===== config.mk =====
export PLATFORM = sky130hd
export DESIGN_NAME = mem_resp_queue_flat
export DESIGN_NICKNAME = d
export VERILOG_FILES = /design/src/rtl/mem_resp_queue_if.sv /design/src/rtl/mem_resp_queue.sv /design/src/flat_wrapper.sv
export SDC_FILE = /design/constraint.sdc
export NUM_CORES = 1
export LEC_CHECK = 0
export BUFFER_PORTS_ARGS = -buffer_cell sky130_fd_sc_hd__buf_2
export CELL_PAD_IN_SITES_DETAIL_PLACEMENT = 0
export CELL_PAD_IN_SITES_GLOBAL_PLACEMENT = 1
export CORE_ASPECT_RATIO = 2
export CORE_UTILIZATION = 44
export DETAILED_ROUTE_END_ITERATION = 16
export GPL_TIMING_DRIVEN = 0
export PLACE_DENSITY = 0.84
export SYNTH_ARGS = -nofsm -noshare
export SYNTH_HDL_FRONTEND = slang
export SYNTH_SLANG_ARGS = --single-unit

===== constraint.sdc =====
create_clock -name clk -period 5.7 [get_ports clk]
set_input_delay 0.285 -clock clk [delete_from_list [all_inputs] [get_ports clk]]
set_output_delay 0.285 -clock clk [all_outputs]
set_load 0.03 [all_outputs]

===== src/rtl/mem_resp_queue_if.sv =====
// mem_resp_queue_if: bundle for mem_resp_queue (slave=queue, master=driver); flush, upstream in_*, MMU mmu_*, writeback out_*, occupancy
interface mem_resp_queue_if #(
  parameter int DEPTH = 4,
  parameter int DEST_W = 5
);
  logic flush;
  logic in_valid;
  logic in_ready;
  logic [31:0] in_pc;
  logic [31:0] in_result;
  logic [DEST_W-1:0] in_dest;
  logic [1:0] in_addr_lo;
  logic [1:0] in_mem_type;
  logic [1:0] in_mem_size;
  logic mmu_data_ok;
  logic [31:0] mmu_rdata;
  logic out_valid;
  logic out_ready;
  logic [31:0] out_pc;
  logic [31:0] out_result;
  logic [DEST_W-1:0] out_dest;
  logic [$clog2(DEPTH+1)-1:0] occupancy;
  modport slave (
    input flush, in_valid, in_pc, in_result, in_dest, in_addr_lo, in_mem_type, in_mem_size,
    input mmu_data_ok, mmu_rdata, out_ready,
    output in_ready, out_valid, out_pc, out_result, out_dest, occupancy
  );
  modport master (
    output flush, in_valid, in_pc, in_result, in_dest, in_addr_lo, in_mem_type, in_mem_size,
    output mmu_data_ok, mmu_rdata, out_ready,
    input in_ready, out_valid, out_pc, out_result, out_dest, occupancy
  );
endinterface


===== src/rtl/mem_resp_queue.sv =====
// mem_resp_queue: in-order DEPTH-entry memory-response queue; ports clk, reset (sync active-high), bus (mem_resp_queue_if.slave: enqueue, MMU responses, retire, flush, occupancy)
module mem_resp_queue #(
  parameter int DEPTH = 4,
  parameter int DEST_W = 5
) (
  input logic clk,
  input logic reset,
  mem_resp_queue_if.slave bus
);
  localparam int PW = $clog2(DEPTH);
  localparam int CW = $clog2(DEPTH + 1);
  logic [DEPTH-1:0] valid_q, done_q;
  logic [31:0] pc_q [DEPTH];
  logic [31:0] res_q [DEPTH];
  logic [DEST_W-1:0] dest_q [DEPTH];
  logic [1:0] addr_q [DEPTH];
  logic [1:0] type_q [DEPTH];
  logic [1:0] size_q [DEPTH];
  logic [PW-1:0] head_q, tail_q, head_d, tail_d, match, idx;
  logic [CW-1:0] count_q, count_d, drop_q, drop_d, pending;
  logic [CW:0] drop_sum;
  logic enq, deq, found, take, fill;
  function automatic logic [31:0] extract(input logic [31:0] d, input logic [1:0] a, t, s);
    logic [7:0] b;
    logic [15:0] h;
    logic sx;
    b = d[{a, 3'b000} +: 8];
    h = a[1] ? d[31:16] : d[15:0];
    sx = t == 2'd1;
    return s == 2'd0 ? {{24{sx & b[7]}}, b} : s == 2'd1 ? {{16{sx & h[15]}}, h} : s == 2'd2 ? d : 32'd0;
  endfunction
  always_comb begin
    found = 1'b0;
    match = head_q;
    idx = head_q;
    pending = '0;
    for (int i = DEPTH - 1; i >= 0; i--) begin
      idx = head_q + PW'(i);
      if (valid_q[idx] && !done_q[idx]) begin
        found = 1'b1;
        match = idx;
      end
    end
    for (int i = 0; i < DEPTH; i++) pending = pending + CW'(valid_q[i] & ~done_q[i]);
  end
  assign bus.in_ready = count_q != CW'(DEPTH);
  assign bus.out_valid = valid_q[head_q] && done_q[head_q];
  assign bus.out_pc = pc_q[head_q];
  assign bus.out_result = res_q[head_q];
  assign bus.out_dest = dest_q[head_q];
  assign bus.occupancy = count_q;
  assign enq = bus.in_valid && bus.in_ready && !bus.flush;
  assign deq = bus.out_valid && bus.out_ready;
  assign take = bus.mmu_data_ok && drop_q != '0;
  assign fill = bus.mmu_data_ok && drop_q == '0 && found;
  assign drop_sum = {1'b0, drop_q} + {1'b0, pending} - (CW+1)'(take || fill);
  always_comb begin
    head_d = head_q + PW'(deq);
    tail_d = bus.flush ? head_d : tail_q + PW'(enq);
    count_d = bus.flush ? '0 : count_q + CW'(enq) - CW'(deq);
    drop_d = !bus.flush ? drop_q - CW'(take) : drop_sum > (CW+1)'(DEPTH) ? CW'(DEPTH) : drop_sum[CW-1:0];
  end
  always_ff @(posedge clk) begin
    if (reset) begin
      valid_q <= '0;
      done_q <= '0;
      head_q <= '0;
      tail_q <= '0;
      count_q <= '0;
      drop_q <= '0;
    end else begin
      head_q <= head_d;
      tail_q <= tail_d;
      count_q <= count_d;
      drop_q <= drop_d;
      if (fill) begin
        done_q[match] <= 1'b1;
        if (type_q[match] != 2'd3) res_q[match] <= extract(bus.mmu_rdata, addr_q[match], type_q[match], size_q[match]);
      end
      if (deq) valid_q[head_q] <= 1'b0;
      if (enq) begin
        valid_q[tail_q] <= 1'b1;
        done_q[tail_q] <= bus.in_mem_type == 2'd0;
        pc_q[tail_q] <= bus.in_pc;
        res_q[tail_q] <= bus.in_result;
        dest_q[tail_q] <= bus.in_dest;
        addr_q[tail_q] <= bus.in_addr_lo;
        type_q[tail_q] <= bus.in_mem_type;
        size_q[tail_q] <= bus.in_mem_size;
      end
      if (bus.flush) valid_q <= '0;
    end
  end
endmodule

===== src/flat_wrapper.sv =====
// flat-port wrapper written by rule: the top's interface ports become plain ports
module mem_resp_queue_flat 
#(
  parameter int DEPTH = 4,
  parameter int DEST_W = 5
)
  (clk, reset, bus_flush, bus_in_valid, bus_in_pc, bus_in_result, bus_in_dest, bus_in_addr_lo, bus_in_mem_type, bus_in_mem_size, bus_mmu_data_ok, bus_mmu_rdata, bus_out_ready, bus_in_ready, bus_out_valid, bus_out_pc, bus_out_result, bus_out_dest, bus_occupancy);
  mem_resp_queue_if #(.DEPTH(DEPTH), .DEST_W(DEST_W)) bus_i ();
  input logic clk;
  input logic reset;
  input wire logic [$bits(bus_i.flush)-1:0] bus_flush;
  input wire logic [$bits(bus_i.in_valid)-1:0] bus_in_valid;
  input wire logic [$bits(bus_i.in_pc)-1:0] bus_in_pc;
  input wire logic [$bits(bus_i.in_result)-1:0] bus_in_result;
  input wire logic [$bits(bus_i.in_dest)-1:0] bus_in_dest;
  input wire logic [$bits(bus_i.in_addr_lo)-1:0] bus_in_addr_lo;
  input wire logic [$bits(bus_i.in_mem_type)-1:0] bus_in_mem_type;
  input wire logic [$bits(bus_i.in_mem_size)-1:0] bus_in_mem_size;
  input wire logic [$bits(bus_i.mmu_data_ok)-1:0] bus_mmu_data_ok;
  input wire logic [$bits(bus_i.mmu_rdata)-1:0] bus_mmu_rdata;
  input wire logic [$bits(bus_i.out_ready)-1:0] bus_out_ready;
  output wire logic [$bits(bus_i.in_ready)-1:0] bus_in_ready;
  output wire logic [$bits(bus_i.out_valid)-1:0] bus_out_valid;
  output wire logic [$bits(bus_i.out_pc)-1:0] bus_out_pc;
  output wire logic [$bits(bus_i.out_result)-1:0] bus_out_result;
  output wire logic [$bits(bus_i.out_dest)-1:0] bus_out_dest;
  output wire logic [$bits(bus_i.occupancy)-1:0] bus_occupancy;
  assign bus_i.flush = bus_flush;
  assign bus_i.in_valid = bus_in_valid;
  assign bus_i.in_pc = bus_in_pc;
  assign bus_i.in_result = bus_in_result;
  assign bus_i.in_dest = bus_in_dest;
  assign bus_i.in_addr_lo = bus_in_addr_lo;
  assign bus_i.in_mem_type = bus_in_mem_type;
  assign bus_i.in_mem_size = bus_in_mem_size;
  assign bus_i.mmu_data_ok = bus_mmu_data_ok;
  assign bus_i.mmu_rdata = bus_mmu_rdata;
  assign bus_i.out_ready = bus_out_ready;
  assign bus_in_ready = bus_i.in_ready;
  assign bus_out_valid = bus_i.out_valid;
  assign bus_out_pc = bus_i.out_pc;
  assign bus_out_result = bus_i.out_result;
  assign bus_out_dest = bus_i.out_dest;
  assign bus_occupancy = bus_i.occupancy;
  mem_resp_queue #(.DEPTH(DEPTH), .DEST_W(DEST_W)) u_core (.clk(clk), .reset(reset), .bus(bus_i));
endmodule

; Yosys cells after proc, flatten, opt, wreduce, memory -nomap -nowiden
; Memory sizes are Yosys's and may differ from the RTL's. A register that Yosys moved wholly into a read port is not among the register bits.
; Cells that the tools add are included.
[totals]
input_bits = 113
elab_cells = 134
reg_bits = 18
ram_bits = 300
n_memories = 6
out_inout_bits = 74
mem_bits_ro = 0
latchBits = 0
[classes]
reduce_logical = 25
mux = 54
add_sub_neg = 13
n_shift = 1
magnitude_cmp = 10
div_mod_pow = 0
bitwise = 14
eq_ne = 5
mul = 0
[memory_table]
columns = name, depth, word_bits, read_ports, rd_clocked_by_memory_dff, wr, line_no
row1 = u_core.pc_q, 4, 32, 1, 1, 1, mem_resp_queue.sv:13  ; logic [31:0] pc_q [DEPTH];
row2 = u_core.res_q, 4, 32, 1, 1, 2, mem_resp_queue.sv:14  ; logic [31:0] res_q [DEPTH];
row3 = u_core.dest_q, 4, 5, 1, 1, 1, mem_resp_queue.sv:15  ; logic [DEST_W-1:0] dest_q [DEPTH];
row4 = u_core.addr_q, 4, 2, 1, 0, 1, mem_resp_queue.sv:16  ; logic [1:0] addr_q [DEPTH];
row5 = u_core.size_q, 4, 2, 1, 0, 1, mem_resp_queue.sv:18  ; logic [1:0] size_q [DEPTH];
row6 = u_core.type_q, 4, 2, 1, 0, 1, mem_resp_queue.sv:17  ; logic [1:0] type_q [DEPTH];
[op_table]
columns = op, n
row1 = $mux W32, 3
row2 = $shiftx A32 B6 Y8, 1
row3 = $mux W4, 6
row4 = $mux W1, 22
row5 = $lt A2 B3 Y1 const B, 6
row6 = $bmux W1 S2, 8
row7 = $mux W16, 1
row8 = $mux W2, 8
row9 = $logic_and A1 B1 Y1, 14
row10 = $and A1 B3 Y3, 4
row11 = $not A1 Y3, 4
row12 = $add A3 B3 Y3, 3
row13 = $or A4 B4 Y4, 2
row14 = $demux W1 S2, 3
row15 = $ge A2 B1 Y1 const B, 3
row16 = $mux W3, 2
row17 = $sub A3 B1 Y3, 2
row18 = $logic_not A1 Y1, 5
row19 = $add A2 B1 Y2, 2
row20 = $add A2 B2 Y2 const B, 2
row21 = $add A3 B3 Y4, 1
row22 = $and A4 B4 Y4, 1
row23 = $bwmux W4, 1
row24 = $eq A2 B1 Y1 const B, 2
row25 = other kinds (14), 16

; Depth between registers and ports, before layout
; Gate-level depths: netlist of the first run.
[logic_depth]
depth_word = 18
ltp_mapped = 18
mapped_depth_nobuf = 17

; Least setup slack after synthesis of the first run
; OpenSTA, ideal clock, no wires.
[synth_path]
path_kind = register to register
startpoint = register u_core.head_q[1]
endpoint = memory u_core.res_q[2][0] (enable)
stages_incl_launch_ff = 11
period_less_slack_ns = 5.545
setup_time_ns = 0.470
slack_ns = 0.155
required_ns = 5.230
t_arrival_ns = 5.075
n_path_buf = 3
cell_sequence = dfxtp_1 > clkbuf_1 > inv_1 > clkbuf_1 > ha_1 > mux4_2 > a2111oi_4 > xnor2_1 > buf_2 > nand2_1 > o31ai_1
[synth_rtl]
columns = element, line_no
row1 = "start, declared", mem_resp_queue.sv:19  ; logic [PW-1:0] head_q, tail_q, head_d, tail_d, match, idx;
row2 = "start signal, assigned", mem_resp_queue.sv:67  ; head_q <= '0;
row3 = "start signal, assigned", mem_resp_queue.sv:72  ; head_q <= head_d;
row4 = "end, declared", mem_resp_queue.sv:14

==> reports/metrics.yaml, run 1 <==
layout_common_cells: "300 x edfxtp_1, 190 x buf_2, 124 x nor2_1, 106 x a31oi_1, 74 x mux4_2"
setup_slack_ns: 0.424
pwr_density_cell_nw_per_um2: 281
min_to: "u_core.res_q[1][0]"
fin_util_pct: 53.9
outcome: "finished clean"
grtUsageTotal_pct: 23.3
crit_arrival_ns: 5.56
grt_pass1_wl_mm: 59.1
min_period_ns: 5.28
rsz0062_at_grt: "no"
hp-start: "bus_mmu_rdata[0]"
setup_viol: 0
cpLargestDelayFamily: "compound AO/OA/AOI/OAI gates"
drtPass1Iterations: 6
timing.final.crit_share_pct: 92.6
pwr-share-seq_pct: 52.8
cts.reportedPaths.clkPinSlew_ns: 0.07
drt_wl_total_mm: 40.1
synthFlopType: "edfxtp_1"
die_area_sq_um: 34100
async_reset_ff_share_pct: 0
p_leak_uw: 0.00626
vias: 10069
detail_route.iter0.violations: 900
max-slew-margin-rel_pct: 30.7
nets: 1395
post-cts-setup-buffer-count: 0
die_w_um: 131
cts_tree: "done"
r2r_end: "u_core.res_q[3][9]"
place.gp.congestion: 0.932
ys_seq_area_share_pct: 63.9
p_switching_uw: 1210
cts.htree.levels: 1
hold_viol_final: 0
reg2reg_from: "u_core.head_q[1]"
layout_commonest_cell: "edfxtp_1"
swShare_pct: 24.3
syn_nets: 1127
intPower_uw: 3760
crit_path_start_kind: "register"
yosysTopAreaCellShare_pct: 61.4
syn-instance-count: 993
clockBufferDepth: 3
holdCritPathClass: "in2reg"
syn_area_sq_um: 14700
clk_latency_ns: 0.58
cap_violations: 0
worst_slew_pin_slew_ns: 1.04
max_stage_delay_ns: 0.71
ys_types: 61
hold_depth: 2
grt_start_max_net_pins: 31
ios: 187
syn_area_per_cell_sq_um: 14.8
finalMaxSlewViolations: 0
drt-wirelength-per-cell_um: 23.3
crit_chain: "clkbuf_1 > inv_1 > clkbuf_1 > ha_1 > mux4_2 > a2111oi_4 > xnor2_1 > buf_2 > o31ai_1 > o32ai_1 > o21bai_1 > a22oi_1 > a31oi_1"
fillerInstances: 2693
std_cell_rows: 94
place_inst: 1620
dp_hpwl_mm: 29.3
synthToLayoutAreaGrowth_pct: 20.7
fin_area_sq_um: 17700
cp_max_fo: 11
placed_area_sq_um: 16400
start_util_pct: 44.7
yosys.area.top_type: "edfxtp_1"
required_ns: 5.98
endpoint_kind: "register"
drcViolationCount: 0
ant_nets: 0
core_area_sq_um: 32800
cp_num_buf_inv: 4
fp.dieH_um: 260
synth.ff_latch_count: 318
grt_pass1_vias: 10407
p_clk_share_pct: 36.8
fmaxAchievable_ghz: 0.190
overflow: 0
antenna_found_initial: 3
vdd_drop_max_mv: 0.271
synth_area_leaders: "edfxtp_1 61%, mux4_2 11%, a31oi_1 4.5%"
power_frac_comb_pct: 10.5
vias_per_cell: 5.86
synth-edff-count: 300
clock_skew_ns: 0.0114
crit_path_frequent_cell: "clkbuf_1"
crit_type: "reg2reg"
dp_slack_ns: 0.620
clock-sinks: 318
ys.warnings.count: 0
reg2reg_depth: 13
r2r_slack_ns: 0.42
fin_cells: 1717
cts_inserted_buffers: 27
io_buffers: 185
cp_slowest_cell: "a22oi_1"
drive_gt1_share_pct: 27.8
clockRootBuffer: "clkbuf_16"
==> worst max-delay path by stage <==
stage,startpoint,to,cells past startpoint
2_1_floorplan,u_core.head_q[1],u_core.res_q[2][0],10
3_3_place_gp,u_core.head_q[1],u_core.res_q[2][24],10
3_5_place_dp,u_core.head_q[1],u_core.res_q[3][9],13
4_1_cts,u_core.head_q[1],u_core.res_q[3][9],13
5_1_grt,u_core.head_q[1],u_core.res_q[1][9],13
6_report,u_core.head_q[1],u_core.res_q[3][9],13
==> stage by stage <==
stage	hold slack, ns	TNS, ns	power [uW]
2_1_floorplan	0.357	0	2980
3_3_place_gp	0.484	-149.95	3130
3_5_place_dp	0.484	0	3160
4_1_cts	0.0407	0	4990
5_1_grt	0.0665	0	5110
6_report	0.0627	0	4970
==> layout make-up <==
| type | instances | area [sq um] | area share, % |
|---|---|---|---|
| inverters | 36 | 136 | 0.770 |
| plain buffers | 65 | 277 | 1.56 |
| clock buffers | 28 | 679 | 3.84 |
| diodes | 3 | 7.51 | 0.0424 |
| repair buffers | 239 | 1580 | 8.95 |
| flip-flops and latches | 318 | 9370 | 52.9 |
| clock inverters | 22 | 189 | 1.07 |
| multi-input cells | 574 | 4920 | 27.8 |
| well taps | 432 | 541 | 3.05 |
==> state kept, by name, indices dropped and copies added (netlist names) <==
signal and count:
u_core.dest_q 20, u_core.res_q 128, u_core.bus.occupancy 3, u_core.tail_q 2
u_core.done_q 4, u_core.valid_q 4, u_core.pc_q 128, u_core.drop_q 3
u_core.size_q 8, u_core.head_q 2, u_core.addr_q 8, u_core.type_q 8
==> what timing repair did <==
action                    in CTS  in global routing
resized for setup              0                  0
hold endpoints to repair     173                  0
hold buffers                  44                  0
==> per-layer routing <==
layer  GRT usage, %  share of wire (%)  wire [um]  vias to the layer above
met4           15.4                6.4       2560                        0
met2           46.2                 56      22600                      489
li1               -                  -          -                     4511
met5              0                  0          0                        -
met3           3.22                5.8       2330                      156
met1           21.8                 31      12500                     4913
==> kinds of logic (layout without fill, tap and decap cells) <==
logic type               count (synthesis)  after routing  synth area share, %
AO/OA/AOI/OAI                          210            210                 10.7
XOR/XNOR                                 8              8                0.478
adder cells (fa/ha/maj)                 21             21                 1.94
buffers and inverters                  101            390                 2.81
flip-flops                             318            318                 63.9
multiplexers                            91             91                 12.5
other                                    0              3                    0
AND/OR/NAND/NOR                        244            244                 7.67
==> cells in the mapped netlist (3+ instances only) <==
cell type / count
nor3_1: 10
buf_4: 7
inv_1: 32
nand2_1: 40
o31ai_1: 3
inv_2: 3
nor2_1: 124
a31oi_1: 106
mux2i_1: 15
or2_2: 5
o211ai_1: 3
a211oi_1: 7
dfxtp_1: 18
a221oi_1: 3
xnor2_1: 4
o2bb2ai_1: 7
and2_1: 30
nand3b_1: 3
mux4_2: 74
nor3b_1: 5
ha_1: 18
buf_2: 5
a22oi_1: 8
xor2_1: 4
edfxtp_1: 300
nand3_1: 7
clkbuf_1: 45
fa_1: 3
a41oi_1: 4
a21oi_1: 12
nand2b_1: 8
buf_1: 8
a2111oi_0: 3
and3_1: 3
o21ai_0: 3
a221o_1: 30
==> power by group through the flow <==
| stage | combinational (uW) | sequential (uW) | clock, uW |
|---|---|---|---|
| final | 521 | 2620 | 1830 |
| after global routing | 568 | 2620 | 1920 |
| after CTS | 521 | 2620 | 1850 |
| after detailed placement | 492 | 2670 | 0 |
| after global placement | 462 | 2670 | 0 |
| after floorplan | 309 | 2670 | 0 |
No activity file was read; power rests on OpenSTA's default activity.
==> run 2: changes to the inputs <==
Settings changed: CTS_BUF_LIST set to sky130_fd_sc_hd__clkbuf_16.
==> run 2 against run 1 <==
Effect of this change:
- core utilization is the same
- combinational power hardly changed
- routed wire length is essentially flat
- fmax down 1.3%
- power barely moved
- first-iteration DRC count shrank 7.4%
- critical path depth did not move
- sequential power hardly changed
- largest power group unchanged
- highest routed layer unchanged
==> reports/metrics.yaml, run 2 (same netlist as run 1, synthesis figures left out) <==
dp_hpwl_mm: 29.3  # unchanged
drtPass1Iterations: 7  # +1
fin_area_sq_um: 17700  # unchanged
layout_common_cells: "300 x edfxtp_1, 190 x buf_2, 124 x nor2_1, 106 x a31oi_1, 74 x mux4_2"
crit_chain: "clkbuf_1 > inv_1 > clkbuf_1 > ha_1 > mux4_2 > a2111oi_4 > xnor2_1 > buf_2 > o31ai_1 > o32ai_1 > o21bai_1 > a22oi_1 > a31oi_1"
fillerInstances: 2693  # unchanged
cts.reportedPaths.clkPinSlew_ns: 0.07  # about the same
min_period_ns: 5.35  # +0.0716 ns
rsz0062_at_grt: "no"
max_stage_delay_ns: 0.75  # +0.04 ns
layout_commonest_cell: "edfxtp_1"
clockBufferDepth: 3  # unchanged
grt_pass1_vias: 10407  # unchanged
fmaxAchievable_ghz: 0.187  # -1.3%
reg_top3: "u_core.pc_q: 128 flops, u_core.res_q: 128 flops, u_core.dest_q: 20 flops"
hold_viol_final: 0  # unchanged
placed_area_sq_um: 16400  # unchanged
overflow: 0  # unchanged
ant_nets: 0  # unchanged
crit_path_start_kind: "register"
setup_viol: 0  # unchanged
cp_slowest_cell: "a22oi_1"
start_util_pct: 44.7  # unchanged
pwr_density_cell_nw_per_um2: 280  # about the same
detail_route.iter0.violations: 833  # -7.4%
std_cell_rows: 94  # unchanged
place.gp.congestion: 0.932  # unchanged
synthToLayoutAreaGrowth_pct: 20.7  # unchanged
ios: 187  # unchanged
endpoint_kind: "register"
required_ns: 5.98  # about the same
grtUsageTotal_pct: 23.3  # unchanged
vias_per_cell: 5.86  # about the same
finalMaxSlewViolations: 0  # unchanged
cpLargestDelayFamily: "compound AO/OA/AOI/OAI gates"
antenna_found_initial: 3  # unchanged
vias: 10068  # -0.0099%
die_area_sq_um: 34100  # unchanged
max-slew-margin-rel_pct: 23.4  # -7.3 points
fp.dieH_um: 260  # unchanged
drt_wl_total_mm: 40.0  # about the same
cp_num_buf_inv: 4  # unchanged
vdd_drop_max_mv: 0.271  # about the same
drt-wirelength-per-cell_um: 23.3  # about the same
grt_pass1_wl_mm: 59.1  # unchanged
grt_start_max_net_pins: 31  # unchanged
timing.final.crit_share_pct: 93.8  # +1.3 points
cts.htree.levels: 1  # unchanged
crit_arrival_ns: 5.63  # +0.07 ns
worst_slew_pin_slew_ns: 1.15  # +0.106 ns
crit_path_frequent_cell: "clkbuf_1"
drcViolationCount: 0  # unchanged
cts_resized: 0  # unchanged
crit_type: "reg2reg"
fin_util_pct: 53.9  # unchanged
cp_max_fo: 11  # unchanged
io_buffers: 185  # unchanged
clk_latency_ns: 0.57  # about the same
clock_skew_ns: 0.0106  # -0.000790 ns
nets: 1395  # unchanged
clockRootBuffer: "clkbuf_16"
die_w_um: 131  # unchanged
core_area_sq_um: 32800  # unchanged
clock-sinks: 318  # unchanged
drive_gt1_share_pct: 27.8  # unchanged
cts_tree: "done"
holdCritPathClass: "in2reg"
outcome: "finished clean"
register_area_sq_um: 9370  # unchanged
p_leak_uw: 0.00627  # about the same
cts_inserted_buffers: 27  # unchanged
multi_input_area_sq_um: 4920  # unchanged
cap_violations: 0  # unchanged
run 2: changes by cell type in the layout (fill, tap and decap cells not counted):
cell and delta:
clkbuf_1 -1, inv_1 +1
run 2: per-layer routing:
metal,GRT usage [%],share of wire [%],vias up
met3,3.22,5.7,152
met2,46.2,57,519
met1,21.8,31,4891
met5,0,0,-
li1,-,-,4506
met4,15.4,6.3,0
run 2: what timing repair did:
item	4_1_cts	5_1_grt
setup buffers	0	0
hold endpoints to repair	173	0
hold buffers	44	0
run 2: worst paths after layout:
check                         start                  to  slack, ns  cells after the start
hold / removal     bus_mmu_rdata[0]  u_core.res_q[1][0]       0.06                      2
setup / recovery   u_core.head_q[1]  u_core.res_q[3][9]       0.35                     13
hold reg to reg   u_core.valid_q[1]   u_core.valid_q[1]       0.49                      2
setup reg to reg   u_core.head_q[1]  u_core.res_q[3][9]       0.35                     13
run 2: final cells by class:
class	count	share of cell area, %
sequential	318	52.9
multi-input combinational	574	27.8
timing repair buffer	239	8.95
clock buffer	27	3.82
tap	432	3.05
buffer	65	1.56
clock inverter	23	1.09
inverter	36	0.770
antenna	3	0.0424
run 2: where the power goes:
part	switching, uW	leakage, uW	total [uW]	internal, uW
combinational	302	0.00296	521	219
sequential	19.1	0.00287	2620	2600
clock	884	0.000439	1820	940
total	1210	0.00627	4960	3760
run 2: metrics by stage:
step           cells  setup TNS, ns  hold WS, ns  total power, uW  worst slack, ns
5_1_grt         1717              0       0.0665             5110            0.197
3_5_place_dp    1620              0        0.484             3160            0.620
6_report        1717              0       0.0624             4960            0.352
2_1_floorplan    993              0        0.357             2980            0.155
3_3_place_gp    1610        -149.95        0.484             3130            -2.55
4_1_cts         1714              0       0.0407             4990            0.605
